===== src/rtl/gtxe2_chnl_tx_oob_defs.sv =====
// Shared OOB timing definitions for the GTXE2 TX/RX OOB channel blocks:
// FSM state encoding, default burst/gap lengths and the counter-width helper.
package gtxe2_chnl_tx_oob_defs;

  typedef enum logic [1:0] {
    ST_IDLE  = 2'd0,
    ST_BURST = 2'd1,
    ST_GAP   = 2'd2,
    ST_DONE  = 2'd3
  } oob_state_e;

  localparam int unsigned DEF_BURST_LEN     = 160;
  localparam int unsigned DEF_INIT_IDLE_LEN = 480;
  localparam int unsigned DEF_WAKE_IDLE_LEN = 160;
  localparam int unsigned DEF_SAS_IDLE_LEN  = 1440;
  localparam int unsigned DEF_BURST_CNT     = 6;

  // Burst count is 1..15, so four bits always suffice.
  localparam int unsigned BURST_CNT_W = 4;

  function automatic int unsigned oob_cnt_width(input int unsigned a,
                                                input int unsigned b,
                                                input int unsigned c,
                                                input int unsigned d);
    int unsigned m;
    m = a;
    if (b > m) m = b;
    if (c > m) m = c;
    if (d > m) m = d;
    return $clog2(m) + 1;
  endfunction

endpackage


===== src/rtl/gtxe2_chnl_tx_oob_cnt.sv =====
// Loadable down-counter with a terminal flag; holds at zero once reached.
module gtxe2_chnl_tx_oob_cnt #(
  parameter int unsigned W = 8
) (
  input  logic         clk,
  input  logic         rst_n,
  input  logic         i_load,
  input  logic [W-1:0] i_load_val,
  output logic         o_term
);

  logic [W-1:0] r_cnt;

  always_ff @(posedge clk) begin
    if (!rst_n) begin
      r_cnt <= '0;
    end else if (i_load) begin
      r_cnt <= i_load_val;
    end else if (r_cnt != '0) begin
      r_cnt <= r_cnt - 1'b1;
    end
  end

  assign o_term = (r_cnt == '0);

endmodule


===== src/rtl/gtxe2_chnl_tx_oob.sv =====
// GTXE2 TX OOB sequencer: COMINIT/COMWAKE (and COMSAS when built with
// GTXE2_TX_OOB_COMSAS_EN) burst+gap sequences on a registered TXP/TXN pair.
module gtxe2_chnl_tx_oob
  import gtxe2_chnl_tx_oob_defs::*;
#(
  parameter int unsigned BURST_LEN     = DEF_BURST_LEN,
  parameter int unsigned INIT_IDLE_LEN = DEF_INIT_IDLE_LEN,
  parameter int unsigned WAKE_IDLE_LEN = DEF_WAKE_IDLE_LEN,
  parameter int unsigned SAS_IDLE_LEN  = DEF_SAS_IDLE_LEN,
  parameter int unsigned BURST_CNT     = DEF_BURST_CNT
) (
  input  logic clk,
  input  logic rst_n,
  input  logic txd_ser,
  input  logic TXELECIDLE,
  input  logic TXCOMINIT,
  input  logic TXCOMWAKE,
  input  logic TXCOMSAS,
  output logic TXP,
  output logic TXN,
  output logic TXCOMFINISH
);

  logic w_sas_req;

`ifdef GTXE2_TX_OOB_COMSAS_EN
  localparam int unsigned SAS_LEN_FOR_W = SAS_IDLE_LEN;
  assign w_sas_req = TXCOMSAS;
`else
  localparam int unsigned SAS_LEN_FOR_W = 0;
  localparam int unsigned SAS_LEN_UNUSED = SAS_IDLE_LEN;
  logic w_unused_sas;
  assign w_unused_sas = TXCOMSAS;
  assign w_sas_req    = 1'b0;
`endif

  localparam int unsigned CNT_W =
    oob_cnt_width(BURST_LEN, INIT_IDLE_LEN, WAKE_IDLE_LEN, SAS_LEN_FOR_W);

  // Counter values are stored as length-1 so the terminal flag marks the last cycle.
  localparam logic [CNT_W-1:0] LP_BURST_LD = CNT_W'(BURST_LEN - 1);
  localparam logic [CNT_W-1:0] LP_INIT_LD  = CNT_W'(INIT_IDLE_LEN - 1);
  localparam logic [CNT_W-1:0] LP_WAKE_LD  = CNT_W'(WAKE_IDLE_LEN - 1);
`ifdef GTXE2_TX_OOB_COMSAS_EN
  localparam logic [CNT_W-1:0] LP_SAS_LD   = CNT_W'(SAS_IDLE_LEN - 1);
`endif
  localparam logic [BURST_CNT_W-1:0] LP_BURST_CNT = BURST_CNT_W'(BURST_CNT);

  oob_state_e              r_state, w_state_nx;
  logic [CNT_W-1:0]        r_gap, w_gap_nx;
  logic [BURST_CNT_W-1:0]  r_burst, w_burst_nx, w_burst_inc;
  logic                    r_tog, w_tog_nx;
  logic                    r_txp, r_txn, r_fin;
  logic                    w_txp_nx, w_txn_nx;
  logic                    w_load;
  logic [CNT_W-1:0]        w_load_val;
  logic                    w_term;

  gtxe2_chnl_tx_oob_cnt #(.W(CNT_W)) u_cyc_cnt (
    .clk        (clk),
    .rst_n      (rst_n),
    .i_load     (w_load),
    .i_load_val (w_load_val),
    .o_term     (w_term)
  );

  assign w_burst_inc = r_burst + 1'b1;

  always_comb begin
    w_state_nx = r_state;
    w_gap_nx   = r_gap;
    w_burst_nx = r_burst;
    w_load     = 1'b0;
    w_load_val = '0;
    unique case (r_state)
      ST_IDLE: begin
        if (TXCOMINIT || TXCOMWAKE || w_sas_req) begin
          w_state_nx = ST_BURST;
          w_burst_nx = '0;
          w_load     = 1'b1;
          w_load_val = LP_BURST_LD;
          if (TXCOMINIT)      w_gap_nx = LP_INIT_LD;
          else if (TXCOMWAKE) w_gap_nx = LP_WAKE_LD;
`ifdef GTXE2_TX_OOB_COMSAS_EN
          else                w_gap_nx = LP_SAS_LD;
`endif
        end
      end
      ST_BURST: begin
        if (w_term) begin
          w_state_nx = ST_GAP;
          w_load     = 1'b1;
          w_load_val = r_gap;
        end
      end
      ST_GAP: begin
        if (w_term) begin
          w_burst_nx = w_burst_inc;
          if (w_burst_inc < LP_BURST_CNT) begin
            w_state_nx = ST_BURST;
            w_load     = 1'b1;
            w_load_val = LP_BURST_LD;
          end else begin
            w_state_nx = ST_DONE;
          end
        end
      end
      ST_DONE: w_state_nx = ST_IDLE;
      default: w_state_nx = ST_IDLE;
    endcase
  end

  // Burst phase restarts at 0 outside BURST so each burst begins with TXP = 1.
  always_comb begin
    w_tog_nx = 1'b0;
    w_txp_nx = 1'b0;
    w_txn_nx = 1'b0;
    unique case (r_state)
      ST_IDLE: begin
        if (!TXELECIDLE) begin
          w_txp_nx = txd_ser;
          w_txn_nx = ~txd_ser;
        end
      end
      ST_BURST: begin
        w_tog_nx = ~r_tog;
        w_txp_nx = ~r_tog;
        w_txn_nx = r_tog;
      end
      default: ;
    endcase
  end

  always_ff @(posedge clk) begin
    if (!rst_n) begin
      r_state <= ST_IDLE;
      r_gap   <= '0;
      r_burst <= '0;
      r_tog   <= 1'b0;
      r_txp   <= 1'b0;
      r_txn   <= 1'b0;
      r_fin   <= 1'b0;
    end else begin
      r_state <= w_state_nx;
      r_gap   <= w_gap_nx;
      r_burst <= w_burst_nx;
      r_tog   <= w_tog_nx;
      r_txp   <= w_txp_nx;
      r_txn   <= w_txn_nx;
      r_fin   <= (r_state == ST_DONE);
    end
  end

  assign TXP         = r_txp;
  assign TXN         = r_txn;
  assign TXCOMFINISH = r_fin;

endmodule

===== config.mk =====
export PLATFORM = sky130hd
export DESIGN_NAME = gtxe2_chnl_tx_oob
export DESIGN_NICKNAME = d
export VERILOG_FILES = /design/src/rtl/gtxe2_chnl_tx_oob_defs.sv /design/src/rtl/gtxe2_chnl_tx_oob_cnt.sv /design/src/rtl/gtxe2_chnl_tx_oob.sv
export SDC_FILE = /design/constraint.sdc
export NUM_CORES = 1
export LEC_CHECK = 0
export BUFFER_PORTS_ARGS = -buffer_cell sky130_fd_sc_hd__buf_2
export CAP_MARGIN = 30
export CORE_UTILIZATION = 40
export DETAILED_ROUTE_END_ITERATION = 10
export PLACE_DENSITY = 0.58
export RECOVER_POWER = 100
export SYNTH_ARGS = -nofsm -noshare
export SYNTH_HDL_FRONTEND = slang
export SYNTH_SLANG_ARGS = --single-unit

===== constraint.sdc =====
create_clock -name clk -period 3.42 [get_ports clk]
set_clock_uncertainty 0.15 [all_clocks]
set_input_delay 0.684 -clock clk [delete_from_list [all_inputs] [get_ports clk]]
set_output_delay 0.684 -clock clk [all_outputs]
set_load 0.02 [all_outputs]

* After elaboration in Yosys (flattened, before gate mapping) *
Index checks and enable logic that the tools add are counted.
W data, S select, Z words.

storage, ports and cells
  logic and storage cells = 56
  output and inout port bits = 3
  memories kept = 0
  latch bits = 0
  memory bits (read-only) = 0
  flip-flop bits (word level) = 30
  input port bits = 7
  memory bits (writable) = 0

cells by class
  mux-type cells = 26
  shifts and indexed selects = 0
  order comparisons = 1
  divide/modulo/power cells = 0
  add/sub/neg operators = 2
  bitwise logic cells = 2
  equality and inequality tests = 6
  $mul = 0
  reduce and logical (&&, ||, !) cells = 11

operators with widths
  kind                     number
  $mux W10                 5
  $pmux W10 S3             1
  $mux W8                  3
  $logic_not A10 Y1        1
  $reduce_bool A10 Y1      1
  $sub A10 B1 Y10 const B  1
  $reduce_and A3 Y1        3
  $mux W2                  4
  $mux W4                  2
  $pmux W2 S4              1
  $pmux W4 S2              1
  $mux W1                  6
  $reduce_bool A2 Y1       3
  $add A4 B1 Y4 const B    1
  $eq A2 B2 Y1 const B     2
  $lt A4 B3 Y1 const B     1
  $ne A2 B1 Y1 const B     2
  $pmux W1 S2              2
  $pmux W1 S3              1
  $eq A2 B1 Y1 const B     1
  $logic_not A2 Y1         1
  $ne A2 B2 Y1 const B     1
  $not A1 Y1               2
  $reduce_and A2 Y1        1
  $logic_or A1 B1 Y1       1

* Longest topological paths before layout *
Gate-level depths: netlist of the first run.

  depth in word-level cells = 6
  mapped depth = 7
  depth with buffers taken out = 6

* Hierarchy *
From an unflattened synthesis of the first run, not the netlist that was laid out.

second synthesis, totals
  cell total of the unflattened synthesis = 138
  area total of the unflattened synthesis = 1204.9 sq um

by module, submodules not included
  module                 cells each  instances  area each (sq um)
  gtxe2_chnl_tx_oob      73          1          631.9
  gtxe2_chnl_tx_oob_cnt  65          1          573.0

* Worst setup path after synthesis of the first run *
OpenSTA, ideal clock, no wires.

  kind = reg-to-reg
  start = register u_cyc_cnt.r_cnt[0]
  end = register u_cyc_cnt.r_cnt[6]
  library setup time = 0.132 ns
  arrival time = 1.507 ns
  slack = 1.631 ns
  cell stages (with the launch flop) = 8
  cell sequence = dfxtp_1 -> inv_1 -> ha_1 -> or3b_1 -> clkbuf_1 -> o31a_1 -> o211ai_1 -> a21oi_1

between the ends
  word-level cells in the longest chain between the ends = 4
  elaborated cells on any way between the ends = 12

RTL lines
  what                                                                     RTL line                     text
  start: declaration                                                       gtxe2_chnl_tx_oob_cnt.sv:12  logic [W-1:0] r_cnt;
  start signal: assignment                                                 gtxe2_chnl_tx_oob_cnt.sv:18  r_cnt <= i_load_val;
  start signal: assignment                                                 gtxe2_chnl_tx_oob_cnt.sv:20  r_cnt <= r_cnt - 1'b1;
  parallel branches: the longest is 4 deep, another holds $sub A10 B1 Y10  -

Several ways; the timed one is not identified. The select of a mux whose other input is x is not followed.
A chain may end at the register's enable or synchronous reset.

* Final worst setup path of the first run *
  start = register u_cyc_cnt.r_cnt[0]
  end = register u_cyc_cnt.r_cnt[2]

Same word-level chain as after synthesis.

==> flow_metrics.tcl, run 1 <==
set metrics [dict create \
    drv_cap 0 \
    place.gp.congestion 0.735 \
    finalCritPeriodShare_pct 76.7 \
    postRouteAntennaNets 0 \
    cts_tree "built" \
    outcome "finished, final reports clean" \
    die_area_um2 3070 \
    crit_slowest_cell "nor4b_1" \
    io_pins 10 \
    reg2reg_from "u_cyc_cnt.r_cnt[0]" \
    final.setup.tns_ps 0 \
    syn_nets 143 \
    nets 150 \
    vdd_drop_max_uv 376 \
    reg2reg_depth 6 \
    wl_per_cell_um 13.5 \
    p_sw_w 0.000184 \
    die-width_um 55.4 \
    synth-main-ff-cell "dfxtp_1" \
    cts_resized 0 \
    diodes 0 \
    root_buffer "clkbuf_4" \
    drt_iter0_drc 31 \
    path_max_fanout 11 \
    critPathLaunchType "register" \
    yosysWarnings 0 \
    rsz0062_at_grt "no" \
    viasPerCell 5.72 \
    worstHoldStart "r_tog" \
    fin_ws_ps 797 \
    start_util_pct 41.7 \
    p_leak_nw 0.456 \
    arrival_ps 2720 \
    htree_levels 1 \
    cts_buffers 3 \
    finalHoldViolations 0 \
    critPathMostFrequentCell "a31oi_1" \
    power_density_nw_per_um2 486 \
    grt_pass1_vias 977 \
    synth-seq-cells 22 \
    synth_area_um2 1140 \
    holdPathEnd "r_tog" \
    postCtsHoldBufs 0 \
    path_cells "inv_1, ha_1, nor4b_1, and3_1, a31oi_1, a31oi_1" \
    ff2ff_setup_slack_ps 800 \
    relSlewSlack_pct 41.3 \
    cp.required_ps 3510 \
    overflow 0 \
    coreArea_um2 2730 \
    min_path_type "reg2reg" \
    clk_pin_slew_ps 120 \
    tightest_slew_ps 868 \
    cts_setup_buffers 0 \
    slew_viol_final 0 \
    synthToLayoutAreaGrowth_pct 5.26 \
    internal_power_w 0.000400 \
    syn-instance-count 133 \
    cts_max_path_buffers 2 \
    grt_pass1_wl_um 4160 \
    io_buffers 8 \
    die_h_um 55.4 \
    clk_latency_ps 310 \
    avgSynthCellArea_um2 8.58 \
    slowest_delay_ps 710 \
    synth_cell_types 41 \
    reg2reg_to "u_cyc_cnt.r_cnt[2]" \
    wirelength_um 2300 \
    grtUsageTotal_pct 16.8 \
    cp-end-kind "register" \
    grt_max_degree 17 \
    place_area_um2 1180 \
    rows 19 \
    post-route-drc-count 0 \
    firstDrtPassIters 4 \
    comb_power_share_pct 23.7 \
    place_ws_ps 1250 \
    fin_area_um2 1200 \
    dp_hpwl_um 1660 \
    yosysSeqAreaShare_pct 38.6 \
    seqPwrFrac_pct 51.6 \
    switching_share_pct 31.6 \
    clock_sinks 22 \
    synthArstFlopShare_pct 0 \
    drive_above_1_share_pct 8.63 \
    crit_type "reg2reg" \
    worstHoldPathCells 1 \
    min_period_ps 2620 \
    num_vias 972 \
    clkPwrFrac_pct 24.7 \
    final_core_utilization_pct 43.9 \
    synth_edf_count 0 \
    max_freq_ghz 0.381 \
    setup_viol_count_final 0 \
    antenna_found_initial 0 \
]
-- layout by cell type (no fill, tap or decap), types with 2 or more instances in the layout --
cell      count
a21oi_1      10
a31oi_1      11
and3_1        3
buf_2         4
clkbuf_1      4
clkbuf_4      3
dfxtp_1      22
ha_1          3
inv_1         4
mux2i_1       2
nand2_1       8
nand2b_1      4
nand3_1       7
nor2_1       11
nor2b_1       3
nor3_1        4
nor4_1        2
o211ai_1      3
o21a_1        3
o21ai_0       2
o31ai_1       2
or4_1         3
-- how the worst max path moves through the flow --
stage | startpoint | end | cells past startpoint
2_1_floorplan | u_cyc_cnt.r_cnt[0] | u_cyc_cnt.r_cnt[6] | 7
4_1_cts | u_cyc_cnt.r_cnt[0] | u_cyc_cnt.r_cnt[2] | 6
6_report | u_cyc_cnt.r_cnt[0] | u_cyc_cnt.r_cnt[2] | 6
3_5_place_dp | u_cyc_cnt.r_cnt[0] | u_cyc_cnt.r_cnt[2] | 6
3_3_place_gp | u_cyc_cnt.r_cnt[0] | u_cyc_cnt.r_cnt[2] | 6
5_1_grt | u_cyc_cnt.r_cnt[0] | u_cyc_cnt.r_cnt[7] | 6
-- cell usage after synthesis (2+ instances only) --
cell type / n / area, um2
ha_1: 3 / 37.5
nor4_1: 2 / 12.5
o21a_1: 3 / 22.5
nor2_1: 11 / 41.3
nand2b_1: 4 / 25.0
a31oi_1: 11 / 68.8
a21oi_1: 10 / 50.1
o31ai_1: 2 / 15.0
o211ai_1: 3 / 22.5
and3_1: 3 / 18.8
nand3_1: 7 / 35.0
inv_1: 4 / 15.0
o21ai_0: 2 / 10.0
mux2i_1: 2 / 20.0
buf_6: 2 / 22.5
dfxtp_1: 22 / 440
nand2_1: 8 / 30.0
nor3_1: 4 / 20.0
or4_1: 3 / 22.5
clkbuf_1: 4 / 15.0
nor2b_1: 3 / 18.8
-- state kept, by name, summed over array words and instances, names as in the netlist --
name	flops
TXN	1
TXP	1
TXCOMFINISH	1
r_state	2
r_burst	4
r_tog	1
r_gap	2
u_cyc_cnt.r_cnt	10
-- final cells by class --
| class | instances | area [um2] |
|---|---|---|
| Sequential cell | 22 | 440 |
| Tap cell | 31 | 38.8 |
| Inverter | 4 | 15.0 |
| Fill cell | 285 | 1530 |
| Multi-Input combinational cell | 100 | 628 |
| Timing Repair Buffer | 9 | 42.5 |
| Clock buffer | 4 | 36.3 |
-- routing by layer --
metal / vias to the layer above / routed length [um] / track usage [%]
met1: 443 / 1200 / 21.8
met3: 4 / 93 / 4.68
met4: 0 / 21 / 5.36
met5: - / 0 / 0
met2: 16 / 989 / 27.0
li1: 509 / - / -
-- through the flow --
stage	cells	power [W]	hold WS (ps)
after floorplan	133	0.000424	273
after global placement	166	0.000448	290
after global routing	170	0.000624	368
after CTS	170	0.000594	323
final	170	0.000584	319
after detailed placement	166	0.000450	305
-- logic make-up after synthesis --
| family | count (synthesis) | synth area share, % |
|---|---|---|
| compound gates | 38 | 21.3 |
| xor+xnor | 2 | 1.54 |
| fa+ha+maj | 3 | 3.29 |
| buf+inv | 11 | 5.04 |
| flops | 22 | 38.6 |
| mux | 2 | 1.75 |
| simple gates | 55 | 28.5 |
-- power groups by stage --
stage               Combinational [W]  Clock (W)  Sequential (W)
global route                 0.000157   0.000161        0.000306
floorplan                    0.000123          0        0.000301
CTS                          0.000142   0.000149        0.000303
global placement             0.000139          0        0.000309
detailed placement           0.000141          0        0.000309
finish                       0.000138   0.000144        0.000301
-- worst max-delay path: cells and delay by family (launching register included) --
| kind | cells | cell delay, ps |
|---|---|---|
| simple gates | 2 | 1260 |
| fa+ha+maj | 1 | 160 |
| buf+inv | 1 | 110 |
| flops | 1 | 340 |
| compound gates | 2 | 530 |
(Power assumes the default switching activity.)
==> inputs of run 2 (changes only) <==
==> constraint.sdc (replaced) <==
create_clock -name clk -period 2.6 [get_ports clk]
set_clock_uncertainty 0.15 [all_clocks]
set_input_delay 0.52 -clock clk [delete_from_list [all_inputs] [get_ports clk]]
set_output_delay 0.52 -clock clk [all_outputs]
set_load 0.02 [all_outputs]
==> flow_metrics.tcl, run 2 (synthesis gave the netlist of run 1 again) <==
set metrics [dict create \
    outcome "finished, final reports clean" \
    arrival_ps 2280 \
    root_buffer "clkbuf_4" \
    postCtsHoldBufs 0 \
    min_path_type "in2reg" \
    cpLargestDelayFamily "simple AND/OR/NAND/NOR gates" \
    nets 151 \
    switching_share_pct 29.4 \
    max_freq_ghz 0.455 \
    die_area_um2 3070 \
    rows 19 \
    top_register "u_cyc_cnt.r_cnt" \
    tightest_slew_ps 578 \
    crit_type "reg2reg" \
    drv_cap 0 \
    cp.required_ps 2690 \
    viasPerCell 5.84 \
    worstHoldPathCells 3 \
    finalCritPeriodShare_pct 84.5 \
    comb_power_share_pct 22.0 \
    wl_per_cell_um 14.4 \
    grt_pass1_vias 976 \
    slowest_delay_ps 500 \
    reg2reg_depth 6 \
    grt_pass1_wl_um 4400 \
    reg2reg_from "u_cyc_cnt.r_cnt[0]" \
    crit_start "u_cyc_cnt.r_cnt[0]" \
    worstHoldStart "txd_ser" \
    post-route-drc-count 0 \
    power_density_nw_per_um2 693 \
    die-width_um 55.4 \
    clock_sinks 22 \
    p_sw_w 0.000249 \
    vdd_drop_max_uv 298 \
    firstDrtPassIters 4 \
    drt_iter0_drc 44 \
    start_util_pct 41.7 \
    coreArea_um2 2730 \
    largest_reg_flops 10 \
    crit_buf_inv 1 \
    num_vias 998 \
    final_cell_mix "dfxtp_1, nor2_1, a31oi_1" \
    final.setup.tns_ps 0 \
    relSlewSlack_pct 61.3 \
    grtUsageTotal_pct 17.8 \
    diodes 0 \
    crit_slowest_cell "and3_1" \
    holdPathEnd "TXP" \
    synthToLayoutAreaGrowth_pct 7.02 \
    seqPwrFrac_pct 46.9 \
    io_pins 10 \
    min_period_ps 2200 \
    p_leak_nw 0.464 \
    wirelength_um 2460 \
    postRouteAntennaNets 0 \
    grt_max_degree 17 \
    path_max_fanout 11 \
    slew_viol_final 0 \
    cts_buffers 3 \
    cts_setup_buffers 0 \
    fin_area_um2 1220 \
    critPathLaunchType "register" \
    clk_latency_ps 310 \
    antenna_found_initial 0 \
    io_buffers 8 \
    cp-end-kind "register" \
    setup_viol_count_final 0 \
    critPathMostFrequentCell "a31oi_1" \
    reg2reg_to "u_cyc_cnt.r_cnt[3]" \
    clkPwrFrac_pct 31.1 \
    rsz0062_at_grt "no" \
    cts_tree "built" \
    place_area_um2 1190 \
    internal_power_w 0.000597 \
    largestRegisters "u_cyc_cnt.r_cnt (10), r_burst (4)" \
    overflow 0 \
    path_cells "inv_1, ha_1, nor4b_1, and3_1, a31oi_1, a31oi_1" \
    place.gp.congestion 0.748 \
    htree_levels 1 \
    cts_max_path_buffers 2 \
    clk_pin_slew_ps 130 \
    dp_hpwl_um 1740 \
    die_h_um 55.4 \
    cts_resized 0 \
    finalHoldViolations 0 \
    drive_above_1_share_pct 8.57 \
    final_common_cell "dfxtp_1" \
    ff2ff_setup_slack_ps 400 \
]
run 2: cell types whose count changed in the layout (fill, tap and decap cells not counted):
cell	change
clkbuf_8	-1
clkbuf_1	+1
bufinv_16	+1
run 2: worst reg2reg max path, cell delays in order (launching register included):
cell and delay [ps]:
dfxtp_1 340, inv_1 120, ha_1 170, nor4b_1 280, and3_1 500, a31oi_1 330, a31oi_1 220
run 2: power by group through the flow:
stage	Clock [W]	Sequential, W	Combinational (W)
2_1_floorplan	0	0.000397	0.000162
3_3_place_gp	0	0.000405	0.000189
3_5_place_dp	0	0.000407	0.000194
4_1_cts	0.000273	0.000399	0.000194
5_1_grt	0.000284	0.000402	0.000209
6_report	0.000263	0.000397	0.000186
run 2: layout make-up:
| cell class | count | area, um2 |
|---|---|---|
| inverters | 4 | 15.0 |
| repair buffers | 10 | 46.3 |
| fillers | 298 | 1510 |
| multi-input cells | 100 | 628 |
| well taps | 31 | 38.8 |
| clock buffers | 3 | 22.5 |
| flip-flops and latches | 22 | 440 |
| clock inverters | 1 | 30.0 |
run 2: stage by stage:
step	power, W	utilization [%]	worst slack (ps)	std cells	hold slack (ps)
after floorplan	0.000558	-	811	133	273
after global placement	0.000594	43.6	547	167	290
after detailed placement	0.000600	43.6	454	167	300
after CTS	0.000867	45.5	424	171	287
after global routing	0.000895	44.7	202	171	312
final	0.000846	44.7	404	171	294
run 2: per-layer routing:
metal,share of wire [%],global-route usage (%),vias up
met5,0,0,-
met4,2.6,8.93,0
met3,2.0,2.11,7
met2,45,28.6,16
met1,50,23.6,467
li1,-,-,508
run 2: worst max path at each step:
stage | end | slack (ps) | depth (start not counted)
finish | u_cyc_cnt.r_cnt[3] | 400 | 6
CTS | u_cyc_cnt.r_cnt[2] | 420 | 4
detailed placement | u_cyc_cnt.r_cnt[2] | 450 | 4
global route | u_cyc_cnt.r_cnt[2] | 200 | 6
floorplan | u_cyc_cnt.r_cnt[6] | 810 | 7
global placement | u_cyc_cnt.r_cnt[2] | 550 | 4
==> inputs of run 3 (changes only) <==
--- a/config.mk
+++ b/config.mk
@@ -5,6 +5,7 @@
 export SDC_FILE = /design/constraint.sdc
 export NUM_CORES = 1
 export LEC_CHECK = 0
+export ABC_AREA = 1
 export BUFFER_PORTS_ARGS = -buffer_cell sky130_fd_sc_hd__buf_2
 export CAP_MARGIN = 30
 export CORE_UTILIZATION = 40
==> constraint.sdc (replaced) <==
create_clock -name clk -period 2.1 [get_ports clk]
set_clock_uncertainty 0.15 [all_clocks]
set_input_delay 0.42 -clock clk [delete_from_list [all_inputs] [get_ports clk]]
set_output_delay 0.42 -clock clk [all_outputs]
set_load 0.02 [all_outputs]
==> flow_metrics.tcl, run 3 <==
set metrics [dict create \
    grt_pass1_wl_um 4200 \
    vdd_drop_max_uv 698 \
    finalHoldViolations 0 \
    htree_levels 1 \
    grt_max_degree 12 \
    path_max_fanout 7 \
    power_density_nw_per_um2 1600 \
    postRouteAntennaNets 0 \
    yosysMostFrequentCell "nand2_1" \
    dp_hpwl_um 1810 \
    cts_buffers 3 \
    min_path_type "in2reg" \
    rsz0062_at_grt "no" \
    yosysSeqAreaShare_pct 36.2 \
    cts_tree "built" \
    start_util_pct 43.0 \
    outcome "finished, final reports clean" \
    coreArea_um2 2830 \
    place_area_um2 1290 \
    io_buffers 8 \
    nFillCells 319 \
    path_cells "inv_1, ha_1, nand2_1, nor2_1, nand3_2, nand2_2, inv_1, nand3_4, nand2_1, nor2_1, nor2_1" \
    drv_cap 0 \
    ff2ff_setup_slack_ps 300 \
    critPathMostFrequentCell "nor2_1" \
    critPathLaunchType "register" \
    synth_common_cells "nand2_1, nor2_1, dfxtp_1, inv_1, nand3_1" \
    wirelength_um 2340 \
    synth_top_area_share_pct 36.2 \
    cp-end-kind "register" \
    multiInputGateArea_um2 664 \
    avgSynthCellArea_um2 7.28 \
    antenna_found_initial 0 \
    final.setup.tns_ps 0 \
    drive_above_1_share_pct 17.0 \
    top_register "u_cyc_cnt.r_cnt" \
    setup_viol_count_final 0 \
    nets 188 \
    place.gp.congestion 0.725 \
    synth-main-ff-cell "dfxtp_1" \
    cp.required_ps 2160 \
    synthToLayoutAreaGrowth_pct 5.25 \
    cts_max_path_buffers 2 \
    syn-instance-count 167 \
    crit_type "reg2reg" \
    num_vias 1016 \
    die_area_um2 3260 \
    dp_cells 204 \
    slew_viol_final 0 \
    synth_edf_count 0 \
    viasPerCell 4.91 \
    die-width_um 57.1 \
    clk_latency_ps 300 \
    final_common_cell "nand2_1" \
    clk_pin_slew_ps 120 \
    slowest_delay_ps 330 \
    cts_setup_buffers 0 \
    synth-seq-cells 22 \
    fin_area_um2 1280 \
    seq_area_um2 440 \
    final_core_utilization_pct 45.2 \
    yosysWarnings 0 \
    relSlewSlack_pct 59.9 \
    synth_cell_types 27 \
    crit_slowest_cell "dfxtp_1" \
    cts_resized 0 \
    clock_sinks 22 \
    synth_top_area_cell "dfxtp_1" \
    min_period_ps 1800 \
    max_freq_ghz 0.556 \
    synth.area.top_cells "dfxtp_1, nand2_1, nor2_1, nor2_4, nand3_1" \
    root_buffer "clkbuf_4" \
    arrival_ps 1860 \
    hold_ws_ps 163 \
    finalCritPeriodShare_pct 85.6 \
    io_pins 10 \
    wl_per_cell_um 11.3 \
    drt_iter0_drc 32 \
    post-route-drc-count 0 \
    instances_no_fill 207 \
    synth_area_um2 1220 \
    p_leak_nw 0.595 \
    overflow 0 \
    grt_pass1_vias 977 \
    rows 19 \
    diodes 0 \
    die_h_um 57.1 \
    final_cell_mix "nand2_1, nor2_1, dfxtp_1" \
    largest_reg_flops 10 \
    syn_nets 177 \
    tightest_slew_ps 595 \
    postCtsHoldBufs 0 \
    grtUsageTotal_pct 16.8 \
    firstDrtPassIters 4 \
    synthArstFlopShare_pct 0 \
    largestRegisters "u_cyc_cnt.r_cnt (10), r_burst (4)" \
]
## run 3: cell types whose count changed after synthesis, moves of 5 or more
cell and change:
nand3_1 +5, nor2_1 +13, a31oi_1 -11, nand2_1 +25
inv_1 +11, inv_2 +6, nand2_2 +6, nor2_4 +6
## run 3: metrics by stage
stage / setup WS [ps] / power [W]
final: 303 / 0.00205
after detailed placement: 371 / 0.00194
after CTS: 354 / 0.00214
after floorplan: 558 / 0.00170
after global placement: 394 / 0.00191
after global routing: 99.0 / 0.00229
## run 3: logic make-up (layout without fill, tap and decap cells)
logic type,after synthesis,count (layout),synth area share [%]
and+or+nand+nor,94,94,40.3
DFF,22,22,36.2
adders and majority gates,3,3,3.09
xor gates and xnor gates,5,5,3.60
buffers and inverters,23,32,7.20
AOI/OAI and AO/OA,20,20,9.57
## run 3: report_power, final
| group | switching [W] | total [W] | internal (W) |
|---|---|---|---|
| clock network | 0.000120 | 0.000187 | 0.0000669 |
| logic | 0.000779 | 0.00119 | 0.000406 |
| registers | 0.000113 | 0.000676 | 0.000564 |
## run 3: final timing paths
check                startpoint            endpoint  cells after the start
min                     txd_ser                 TXN                      2
max reg2reg  u_cyc_cnt.r_cnt[0]  u_cyc_cnt.r_cnt[1]                     11
min reg2reg               r_tog               r_tog                      1
max          u_cyc_cnt.r_cnt[0]  u_cyc_cnt.r_cnt[1]                     11
## run 3: area by class of cell
cell class	count	share of cell area, %
sequential	22	34.4
clock buffer	3	1.76
inverter	21	6.16
timing repair buffer	8	2.74
tap	31	3.03
multi-input combinational	122	51.9
## run 3: per-layer routing
layer,GRT usage (%),routed length (um),part of all wire (%)
met2,28.7,1090,46
met1,21.7,1160,50
met4,6.27,36,1.5
met3,2.04,55,2.4
met5,0,0,0
## run 3: critical path: cells and delay by family (launching register included)
kind | cells | cell delay, ps
buf+inv | 2 | 210
simple gates | 8 | 840
flops | 1 | 330
fa+ha+maj | 1 | 200
